$ cat src/rtl/fir_out_serializer.sv
// Buffers 16-bit FIR results in a small FIFO and streams them out low byte first over valid/ready.
// Optional FIR_SER_SYNC_EN prefixes every sample with SYNC_BYTE (3-byte frames).
module fir_out_serializer #(
  parameter int unsigned DATA_W     = 16,
  parameter int unsigned FIFO_DEPTH = 4
`ifdef FIR_SER_SYNC_EN
  ,
  parameter logic [7:0]  SYNC_BYTE  = 8'hA5
`endif
) (
  input  logic                        clk,
  input  logic                        rst_n,
  input  logic                        clear,
  input  logic [DATA_W-1:0]           s_data,
  input  logic                        s_valid,
  output logic                        s_ready,
  output logic [7:0]                  m_byte,
  output logic                        m_valid,
  input  logic                        m_ready,
  output logic [$clog2(FIFO_DEPTH):0] fifo_level,
  output logic                        overflow
);

  localparam int unsigned PtrW = $clog2(FIFO_DEPTH);
  localparam int unsigned LvlW = PtrW + 1;

  typedef enum logic [1:0] {
    StIdle = 2'd0,
    StLo   = 2'd1,
`ifdef FIR_SER_SYNC_EN
    StSync = 2'd3,
`endif
    StHi   = 2'd2
  } state_e;

  logic [DATA_W-1:0] mem_q [FIFO_DEPTH];
  logic [PtrW-1:0]   wr_ptr_q, rd_ptr_q;
  logic [LvlW-1:0]   level_q, level_d;
  logic              overflow_q;
  state_e            state_q;
  logic [DATA_W-1:0] hold_q;
  logic [7:0]        m_byte_q;
  logic              m_valid_q;

  logic              empty, full, push, pop;
  logic [DATA_W-1:0] head;

  always_comb begin
    empty = (level_q == '0);
    full  = (level_q == LvlW'(FIFO_DEPTH));
    head  = mem_q[rd_ptr_q];
    push  = s_valid && !full && !clear;
    // HI always has m_valid set, so m_ready alone marks the final byte transfer.
    pop   = !clear && !empty &&
            ((state_q == StIdle) || ((state_q == StHi) && m_valid_q && m_ready));
    level_d = level_q;
    unique case ({push, pop})
      2'b10:   level_d = level_q + LvlW'(1);
      2'b01:   level_d = level_q - LvlW'(1);
      default: level_d = level_q;
    endcase
  end

  always_ff @(posedge clk) begin
    if (push) mem_q[wr_ptr_q] <= s_data;
  end

  always_ff @(posedge clk or negedge rst_n) begin
    if (!rst_n) begin
      wr_ptr_q   <= '0;
      rd_ptr_q   <= '0;
      level_q    <= '0;
      overflow_q <= 1'b0;
    end else if (clear) begin
      wr_ptr_q   <= '0;
      rd_ptr_q   <= '0;
      level_q    <= '0;
      overflow_q <= 1'b0;
    end else begin
      if (push) wr_ptr_q <= wr_ptr_q + PtrW'(1);
      if (pop)  rd_ptr_q <= rd_ptr_q + PtrW'(1);
      level_q <= level_d;
      if (s_valid && full) overflow_q <= 1'b1;
    end
  end

  // A frame entered from IDLE spends one cycle with m_valid low before its first byte shows.
  always_ff @(posedge clk or negedge rst_n) begin
    if (!rst_n) begin
      state_q   <= StIdle;
      hold_q    <= '0;
      m_byte_q  <= 8'h00;
      m_valid_q <= 1'b0;
    end else if (clear) begin
      state_q   <= StIdle;
      m_byte_q  <= 8'h00;
      m_valid_q <= 1'b0;
    end else begin
      unique case (state_q)
        StIdle: begin
          if (!empty) begin
            hold_q  <= head;
`ifdef FIR_SER_SYNC_EN
            state_q <= StSync;
`else
            state_q <= StLo;
`endif
          end
        end
`ifdef FIR_SER_SYNC_EN
        StSync: begin
          if (!m_valid_q) begin
            m_valid_q <= 1'b1;
            m_byte_q  <= SYNC_BYTE;
          end else if (m_ready) begin
            state_q  <= StLo;
            m_byte_q <= hold_q[7:0];
          end
        end
`endif
        StLo: begin
          if (!m_valid_q) begin
            m_valid_q <= 1'b1;
            m_byte_q  <= hold_q[7:0];
          end else if (m_ready) begin
            state_q  <= StHi;
            m_byte_q <= hold_q[15:8];
          end
        end
        StHi: begin
          if (m_ready) begin
            if (!empty) begin
              hold_q <= head;
`ifdef FIR_SER_SYNC_EN
              state_q  <= StSync;
              m_byte_q <= SYNC_BYTE;
`else
              state_q  <= StLo;
              m_byte_q <= head[7:0];
`endif
            end else begin
              state_q   <= StIdle;
              m_valid_q <= 1'b0;
            end
          end
        end
        default: begin
          state_q   <= StIdle;
          m_valid_q <= 1'b0;
        end
      endcase
    end
  end

  assign s_ready    = !full;
  assign m_byte     = m_byte_q;
  assign m_valid    = m_valid_q;
  assign fifo_level = level_q;
  assign overflow   = overflow_q;

endmodule

$ cat config.mk
export PLATFORM = sky130hd
export DESIGN_NAME = fir_out_serializer
export DESIGN_NICKNAME = d
export VERILOG_FILES = /design/src/rtl/fir_out_serializer.sv
export SDC_FILE = /design/constraint.sdc
export NUM_CORES = 1
export LEC_CHECK = 0
export BUFFER_PORTS_ARGS = -buffer_cell sky130_fd_sc_hd__buf_2
export CORE_ASPECT_RATIO = 0.6
export CORE_MARGIN = 2
export CORE_UTILIZATION = 55
export CTS_CLUSTER_DIAMETER = 100
export DETAILED_ROUTE_END_ITERATION = 8
export GPL_TIMING_DRIVEN = 1
export PLACE_DENSITY = 0.74
export SYNTH_ARGS = -nofsm -noshare
export SYNTH_HDL_FRONTEND = slang
export SYNTH_SLANG_ARGS = --single-unit
export TNS_END_PERCENT = 10
$ cat constraint.sdc
create_clock -name clk -period 3.37 [get_ports clk]
set_input_delay 0.337 -clock clk [delete_from_list [all_inputs] [get_ports clk]]
set_output_delay 0.337 -clock clk [all_outputs]
set_load 0.005 [all_outputs]
==> reports/results.tsv, run 1 <==
stage	metric	value	unit
logic_synthesis	ys_top_cells_by_area	edfxtp_1 47%, dfrtp_1 21%, mux4_2 8.7%	
timing	finalHoldViolations	0	
final_layout	area.growth.synth_to_final	13.2	%
status	status	completed	
final_layout	n_antenna_cell	0	
power	clockPowerShare	27.2	%
timing	setup_tns	0	ns
floorplanning	core_area	7270	µm²
clock_network	cts_hold_buffers	0	
route	drtAntennaViolNets	0	
logic_synthesis	syn_avg_cell_area	17.1	µm²
flow_run	maxCapViolCount	0	
global_routing	grt_pass1_vias	2186	
logic_synthesis	synth_cells	241	
critical_path	crit_required	3.64	ns
critical_path	r2r_slack	0.78	ns
critical_path	reg2reg_depth	7	
logic_synthesis	synth.top_cell.area_share	46.5	%
logic_synthesis	yosysSeqAreaShare	67.7	%
timing	fin_ws	0.783	ns
final_layout	regArea	2800	µm²
global_routing	gr-usage-all-layers	20.6	%
clock_network	cts_resized	0	
floorplanning	dieArea	8250	µm²
floorplanning	die_y	71.1	µm
worst_hold_path	hold_class	in -> async	
critical_path	path_class	reg -> reg	
logic_synthesis	syn-cell-area	4130	µm²
clock_network	cts_made_buffers	9	
critical_path	crit_arrival	2.86	ns
critical_path	path_max_fanout	8	
final_layout	fin_util	64.4	%
logic_synthesis	ys.warnings.count	0	
timing	skew	0.00593	ns
route	drt_wl_total	7.29	mm
timing	period_needed	2.59	ns
power	ir_drop	437	µV
global_routing	grt_overflow	0	
global_routing	grt_pass1_wl	11.8	mm
global_routing	grt_max_degree	36	
power	total_power	3.73	mW
floorplanning	start_util	56.9	%
final_layout	multi_input_area	1240	µm²
clock_network	cts_root_buf	clkbuf_16	
global_routing	antenna_found_initial	0	
placed_design	dp_hpwl	4.82	mm
floorplanning	pin_count	35	
logic_synthesis	syn_nets	267	
timing	max-slew-margin-rel	38.4	%
power	pwr-share-seq	45.6	%
critical_path	start_kind	register	
timing	max_freq	387	MHz
route	vias_per_cell	5.47	
clock_network	cts_tree	built	
floorplanning	core.rowCount	24	
timing	rsz0062_at_grt	no	
logic_synthesis	synthArstFlopShare	35.4	%
route	routedWlPerCell	18.9	µm
clock_network	insertion_delay	0.35	ns
logic_synthesis	ys.flop_type	edfxtp_1	
logic_synthesis	yosysUniqueCellTypes	39	
timing	finalCritPeriodShare	76.8	%
timing	tightestPinTransition	0.924	ns
route	drt-initial-drc-count	209	
critical_path	r2r_end	fifo_level[2]	
final_layout	fin_nets	303	
placed_design	pre_cts_ws	0.811	ns
power	netSwitchingPower	1.11	mW
final_layout	fillers	535	
timing	slew_viol_final	0	
logic_synthesis	synth_edf_count	64	
logic_synthesis	yosysMostFrequentCell	edfxtp_1	
timing	setup_viol	0	
route	dr.pass1.iters	4	
power	switching_share	29.6	%
clock_network	h-tree-depth	3	
route	vias	2110	
power	power_leakage	1.75	nW
floorplanning	dieWidth	116	µm
logic_synthesis	synth_common_cells	64 x edfxtp_1, 35 x dfrtp_1, 20 x nor2_1	
critical_path	cp-end-kind	register	
logic_synthesis	ys_ff_latch	99	
placed_design	portBuffers	34	
timing	hold_ws	0.0620	ns
clock_network	path_clk_slew	0.06	ns
clock_network	clock-sinks	99	
logic_synthesis	synth_area_leader_cell	edfxtp_1	
power	power.density	798	nW/µm²
power	power.internal	2.63	mW
route	remaining_drc_errors	0	
power	pwr-share-comb	27.2	%
clock_network	clockBufferDepth	2	
clock_network	post-cts-setup-buffer-count	0	
critical_path	rr_startpoint	fifo_level[0]	
final_layout	drive_gt1_share	32.3	%
placed_design	gp_congestion	0.770	
-- area by class of cell --
| class | count | area share (%) |
|---|---|---|
| timing repair buffer | 37 | 4.12 |
| multi-input combinational | 125 | 26.6 |
| clock buffer | 11 | 4.97 |
| clock inverter | 5 | 1.31 |
| tap | 104 | 2.78 |
| inverter | 5 | 0.401 |
| sequential | 99 | 59.8 |
-- critical path, stage by stage (launching register included) --
cell and delay, ns:
dfrtp_1 0.49, nor3_4 0.41, a211oi_4 0.12, and3b_1 0.22, fa_1 0.40, or2_2 0.28, mux4_1 0.48, nor2_1 0.10
-- power by group through the flow --
stage	logic [mW]	registers (mW)	clock network, mW
after floorplan	0.832	1.65	0
final	1.02	1.70	1.01
after detailed placement	1.03	1.72	0
after global routing	1.13	1.73	1.09
after global placement	1.01	1.71	0
after CTS	1.03	1.70	1.04
-- worst max-delay path by stage --
| stage | depth (start not counted) | to | startpoint |
|---|---|---|---|
| finish | 7 | fifo_level[2] | fifo_level[0] |
| global route | 7 | fifo_level[2] | fifo_level[0] |
| CTS | 7 | fifo_level[2] | fifo_level[0] |
| detailed placement | 7 | fifo_level[2] | fifo_level[0] |
| global placement | 7 | fifo_level[2] | fifo_level[0] |
| floorplan | 7 | fifo_level[2] | fifo_level[0] |
-- through the flow --
step	cell area, µm²	cells
2_1_floorplan	4130	241
3_3_place_gp	4380	370
3_5_place_dp	4380	370
4_1_cts	4680	386
5_1_grt	4680	386
6_report	4680	386
-- kinds of logic after synthesis --
| kind of cell | Yosys count | synth area share, % |
|---|---|---|
| compound gates | 30 | 5.39 |
| xor+xnor | 5 | 1.24 |
| fa+ha+maj | 5 | 1.70 |
| buf+inv | 17 | 2.18 |
| flops | 99 | 67.7 |
| mux | 42 | 15.9 |
| simple gates | 43 | 5.87 |
-- routing by layer --
metal	routed length [µm]	share of wire [%]	vias to the layer above	track usage (%)
li1	-	-	988	-
met1	3670	50	1080	30.6
met2	3280	45	38	28.7
met3	301	4.1	4	8.57
met4	46	0.63	0	5.03
met5	0	0	-	0
-- flip-flops by register name (all words and copies together) (netlist names) --
signal      cells
mem_q          64
hold_q         16
rd_ptr_q        2
fifo_level      3
state_q         2
overflow        1
m_valid         1
wr_ptr_q        2
m_byte          8
-- layout by cell type (no fill, tap or decap), types with 3 or more instances in the layout --
| master | count |
|---|---|
| a21oi_1 | 13 |
| and2_1 | 5 |
| buf_2 | 34 |
| buf_4 | 3 |
| clkbuf_16 | 9 |
| dfrtp_1 | 35 |
| edfxtp_1 | 64 |
| ha_1 | 4 |
| inv_1 | 5 |
| mux2_2 | 16 |
| mux2i_1 | 8 |
| mux4_2 | 16 |
| nand2_1 | 3 |
| nor2_1 | 20 |
| nor2b_1 | 4 |
| o2bb2ai_1 | 8 |
| xnor2_1 | 3 |
Note: power is estimated with default switching activity, not from simulation.
==> run 2: changes to the inputs <==
clock period = 2.6 ns   (was 3.37 ns; I/O delays follow)
==> reports/results.tsv, run 2 (synthesis gave the netlist of run 1 again) <==
stage	metric	value	unit
status	status	completed	
route	drt_wl_total	7.48	mm
flow_run	maxCapViolCount	0	
clock_network	clock-sinks	99	
timing	period_needed	2.44	ns
floorplanning	pin_count	35	
final_layout	fillers	539	
final_layout	drive_gt1_share	33.7	%
worst_hold_path	hold_class	in -> async	
placed_design	dp.cells	376	
floorplanning	core.rowCount	24	
timing	slew_viol_final	0	
timing	setup_viol	0	
critical_path	crit_arrival	2.71	ns
placed_design	portBuffers	34	
timing	setup_tns	0	ns
clock_network	insertion_delay	0.34	ns
clock_network	clockBufferDepth	2	
critical_path	rr_startpoint	fifo_level[2]	
critical_path	cp-end-kind	register	
floorplanning	die_y	71.1	µm
floorplanning	dieWidth	116	µm
power	ir_drop	550	µV
power	power.density	1040	nW/µm²
final_layout	stdcell_count	392	
timing	finalCritPeriodShare	93.7	%
global_routing	grt_pass1_wl	12.2	mm
timing	tightestPinTransition	0.880	ns
clock_network	path_clk_slew	0.06	ns
clock_network	post-cts-setup-buffer-count	0	
power	pwr-share-comb	29.2	%
timing	skew	0.00946	ns
floorplanning	dieArea	8250	µm²
timing	rsz0062_at_grt	no	
power	clockPowerShare	26.6	%
critical_path	cp-startpoint	fifo_level[2]	
route	vias_per_cell	5.51	
timing	hold_ws	0.000472	ns
critical_path	r2r_slack	0.16	ns
power	switching_share	29.5	%
critical_path	crit_required	2.88	ns
global_routing	grt_overflow	0	
critical_path	start_kind	register	
floorplanning	start_util	56.9	%
timing	max_freq	410	MHz
route	drtAntennaViolNets	0	
final_layout	final_cell_mix	64 x edfxtp_1, 35 x dfrtp_1, 34 x buf_2	
placed_design	gp_congestion	0.750	
final_layout	area.growth.synth_to_final	14.3	%
global_routing	gr-usage-all-layers	20.9	%
timing	finalHoldViolations	0	
final_layout	fin_nets	309	
global_routing	grt_max_degree	36	
power	power_leakage	1.78	nW
route	drt-initial-drc-count	135	
critical_path	path_class	reg -> reg	
critical_path	reg2reg_depth	7	
power	pwr-share-seq	44.2	%
power	power.internal	3.45	mW
critical_path	cp-endpoint	fifo_level[2]	
clock_network	cts_resized	0	
critical_path	r2r_end	fifo_level[2]	
global_routing	grt_pass1_vias	2229	
global_routing	antenna_found_initial	0	
timing	max-slew-margin-rel	41.3	%
route	routedWlPerCell	19.1	µm
clock_network	cts_root_buf	clkbuf_16	
route	vias	2160	
power	total_power	4.90	mW
clock_network	cts_tree	built	
clock_network	cts_hold_buffers	0	
route	remaining_drc_errors	0	
final_layout	regMostFlops	mem_q	
floorplanning	core_area	7270	µm²
final_layout	fin_util	65.0	%
final_layout	final_common_cell	edfxtp_1	
critical_path	path_max_fanout	7	
placed_design	dp_hpwl	5.04	mm
power	netSwitchingPower	1.45	mW
clock_network	cts_made_buffers	9	
final_layout	n_antenna_cell	0	
clock_network	h-tree-depth	3	
route	dr.pass1.iters	4	
final_layout	largest_register_ffs	64	
## run 2: area by class of cell
type                    instances  area [µm²]  area share [%]
flip-flops and latches         99        2800            59.2
multi-input cells             125        1240            26.4
repair buffers                 43         238            5.03
clock buffers                  11         233            4.93
well taps                     104         130            2.75
clock inverters                 5        62.6            1.32
inverters                       5        18.8           0.397
## run 2: critical path, cell delays in order (launching register included)
cell and delay, ns:
dfrtp_1 0.49, nor3_4 0.35, a211oi_4 0.09, and3b_1 0.20, fa_1 0.39, or2_2 0.28
mux4_1 0.48, nor2_1 0.09
## run 2: power groups by stage
stage	clock [mW]	combinational [mW]	sequential, mW
floorplan	0	1.08	2.14
global placement	0	1.40	2.18
detailed placement	0	1.43	2.20
CTS	1.34	1.45	2.17
global route	1.40	1.58	2.20
finish	1.30	1.43	2.17
## run 2: worst min-delay path by stage
| stage | slack, ns | start | end | depth (start not counted) |
|---|---|---|---|---|
| floorplan | -0.04 | rst_n | fifo_level[0] | 0 |
| global placement | 0.39 | rst_n | m_valid | 1 |
| detailed placement | 0.39 | rst_n | m_valid | 1 |
| CTS | 0.03 | rst_n | overflow | 1 |
| global route | 0.06 | rst_n | m_valid | 1 |
| finish | 0.0005 | rst_n | m_valid | 1 |
## run 2: through the flow
| step | worst slack (ns) | area, µm² |
|---|---|---|
| after detailed placement | 0.180 | 4430 |
| after global routing | 0.0346 | 4720 |
| final | 0.163 | 4720 |
| after CTS | 0.164 | 4720 |
| after global placement | 0.236 | 4430 |
| after floorplan | 0.173 | 4130 |
## run 2: layer usage
| metal | routed length, µm | part of all wire [%] | GRT usage [%] |
|---|---|---|---|
| met1 | 3610 | 48 | 30.2 |
| met2 | 3380 | 45 | 30.3 |
| met3 | 403 | 5.4 | 7.46 |
| met4 | 85 | 1.1 | 6.35 |
| met5 | 0 | 0 | 0 |
==> run 3: changes to the inputs <==
PLACE_DENSITY = 0.7   (was 0.74)
RECOVER_POWER = 25   (was not set)
==> reports/results.tsv, run 3 (synthesis gave the netlist of run 1 again) <==
stage	metric	value	unit
floorplanning	pin_count	35	
route	drt_wl_total	7.40	mm
route	drt-initial-drc-count	155	
global_routing	grt_pass1_wl	12.0	mm
clock_network	cts_hold_buffers	0	
final_layout	regMostFlops	mem_q	
critical_path	crit_required	2.86	ns
power	ir_drop	618	µV
route	vias	2182	
timing	period_needed	2.44	ns
timing	setup_tns	0	ns
flow_run	maxCapViolCount	0	
timing	max-slew-margin-rel	38.0	%
timing	hold_ws	0.0103	ns
global_routing	gr-usage-all-layers	20.7	%
clock_network	clockBufferDepth	2	
critical_path	rr_startpoint	fifo_level[2]	
timing	slew_viol_final	0	
critical_path	crit_family	simple AND/OR/NAND/NOR gates	
critical_path	start_kind	register	
critical_path	cp-startpoint	fifo_level[2]	
timing	max_freq	410	MHz
timing	finalCritPeriodShare	93.7	%
global_routing	grt_max_degree	36	
timing	skew	0.00526	ns
critical_path	worstPathBufferInverterCount	0	
final_layout	drive_gt1_share	28.4	%
timing	tightestPinTransition	0.930	ns
route	routedWlPerCell	18.8	µm
critical_path	cp-end-kind	register	
route	dr.pass1.iters	4	
timing	rsz0062_at_grt	no	
clock_network	cts_resized	0	
floorplanning	dieArea	8250	µm²
critical_path	path_max_fanout	7	
floorplanning	die_y	71.1	µm
route	vias_per_cell	5.55	
clock_network	h-tree-depth	3	
final_layout	fin_util	64.9	%
placed_design	dp_hpwl	4.91	mm
critical_path	crit_arrival	2.70	ns
final_layout	largest_register_ffs	64	
final_layout	fillers	529	
clock_network	cts_root_buf	clkbuf_16	
final_layout	final_cell_mix	64 x edfxtp_1, 35 x dfrtp_1, 20 x nor2_1, 20 x buf_2, 17 x clkbuf_1	
placed_design	portBuffers	34	
placed_design	dp.cells	377	
placed_design	gp_congestion	0.782	
critical_path	reg2reg_depth	7	
power	power.density	1030	nW/µm²
clock_network	path_clk_slew	0.06	ns
critical_path	r2r_slack	0.16	ns
power	power_leakage	1.75	nW
route	remaining_drc_errors	0	
final_layout	fin_nets	310	
global_routing	grt_overflow	0	
timing	finalHoldViolations	0	
final_layout	final_common_cell	edfxtp_1	
clock_network	post-cts-setup-buffer-count	0	
global_routing	grt_pass1_vias	2213	
global_routing	antenna_found_initial	0	
floorplanning	core_area	7270	µm²
critical_path	crit_cells	7	
final_layout	n_antenna_cell	0	
clock_network	cts_made_buffers	9	
worst_hold_path	hold_class	in -> async	
floorplanning	start_util	56.9	%
critical_path	max_stage_delay	0.48	ns
floorplanning	dieWidth	116	µm
final_layout	stdcell_count	393	
floorplanning	core.rowCount	24	
clock_network	cts_tree	built	
clock_network	insertion_delay	0.34	ns
critical_path	r2r_end	fifo_level[2]	
status	status	completed	
critical_path	cp_cell_sequence	nor3_4 > a211oi_4 > and3b_1 > fa_1 > or2_2 > mux4_1 > nor2_1	
timing	setup_viol	0	
critical_path	slowest_stage	mux4_1	
critical_path	path_class	reg -> reg	
final_layout	area.growth.synth_to_final	14.2	%
route	drtAntennaViolNets	0	
clock_network	clock-sinks	99	
critical_path	cp-endpoint	fifo_level[2]	
power	total_power	4.86	mW
## run 3: changes by cell type in the layout (fill, tap and decap cells not counted)
| cell | previous run | this run |
|---|---|---|
| buf_12 | 0 | 1 |
| buf_2 | 34 | 20 |
| bufinv_16 | 1 | 0 |
| clkbuf_1 | 2 | 17 |
| clkbuf_16 | 9 | 10 |
| clkbuf_8 | 0 | 1 |
| clkinv_1 | 0 | 1 |
| clkinv_4 | 1 | 0 |
| clkinvlp_4 | 2 | 1 |
| inv_6 | 1 | 0 |
## run 3: per-stage QoR
stage | area, µm² | setup slack, ns
floorplan | 4130 | 0.173
CTS | 4740 | 0.148
global placement | 4450 | 0.245
global route | 4720 | 0.0630
detailed placement | 4450 | 0.161
finish | 4720 | 0.163
## run 3: worst min path at each step
stage / endpoint / cells past startpoint
2_1_floorplan: fifo_level[0] / 0
3_5_place_dp: overflow / 1
3_3_place_gp: state_q[1] / 1
6_report: state_q[1] / 1
5_1_grt: hold_q[5] / 1
4_1_cts: wr_ptr_q[0] / 1
## run 3: power by group
group	internal, mW	switching [mW]	leakage [nW]
clock network	0.730	0.511	0.136
logic	0.743	0.692	0.584
registers	1.98	0.206	1.03
## run 3: cell type report
type                    count  area (µm²)  share of cell area [%]
clock buffers              14         275                    5.83
flip-flops and latches     99        2800                    59.3
repair buffers             44         240                    5.09
well taps                 104         130                    2.76
clock inverters             2        11.3                   0.239
multi-input cells         125        1240                    26.4
inverters                   5        18.8                   0.398
## run 3: worst reg2reg max path, stage by stage, from the launching register on
cell and delay [ns]:
dfrtp_1 0.47, nor3_4 0.35, a211oi_4 0.08, and3b_1 0.21, fa_1 0.39, or2_2 0.28
mux4_1 0.48, nor2_1 0.11
## run 3: layer usage
layer / GRT usage (%) / vias up / share of wire (%)
met4: 7.67 / 0 / 1.6
met2: 29.7 / 51 / 45
met3: 6.43 / 12 / 4.6
li1: - / 1004 / -
met1: 30.3 / 1115 / 49
met5: 0 / - / 0
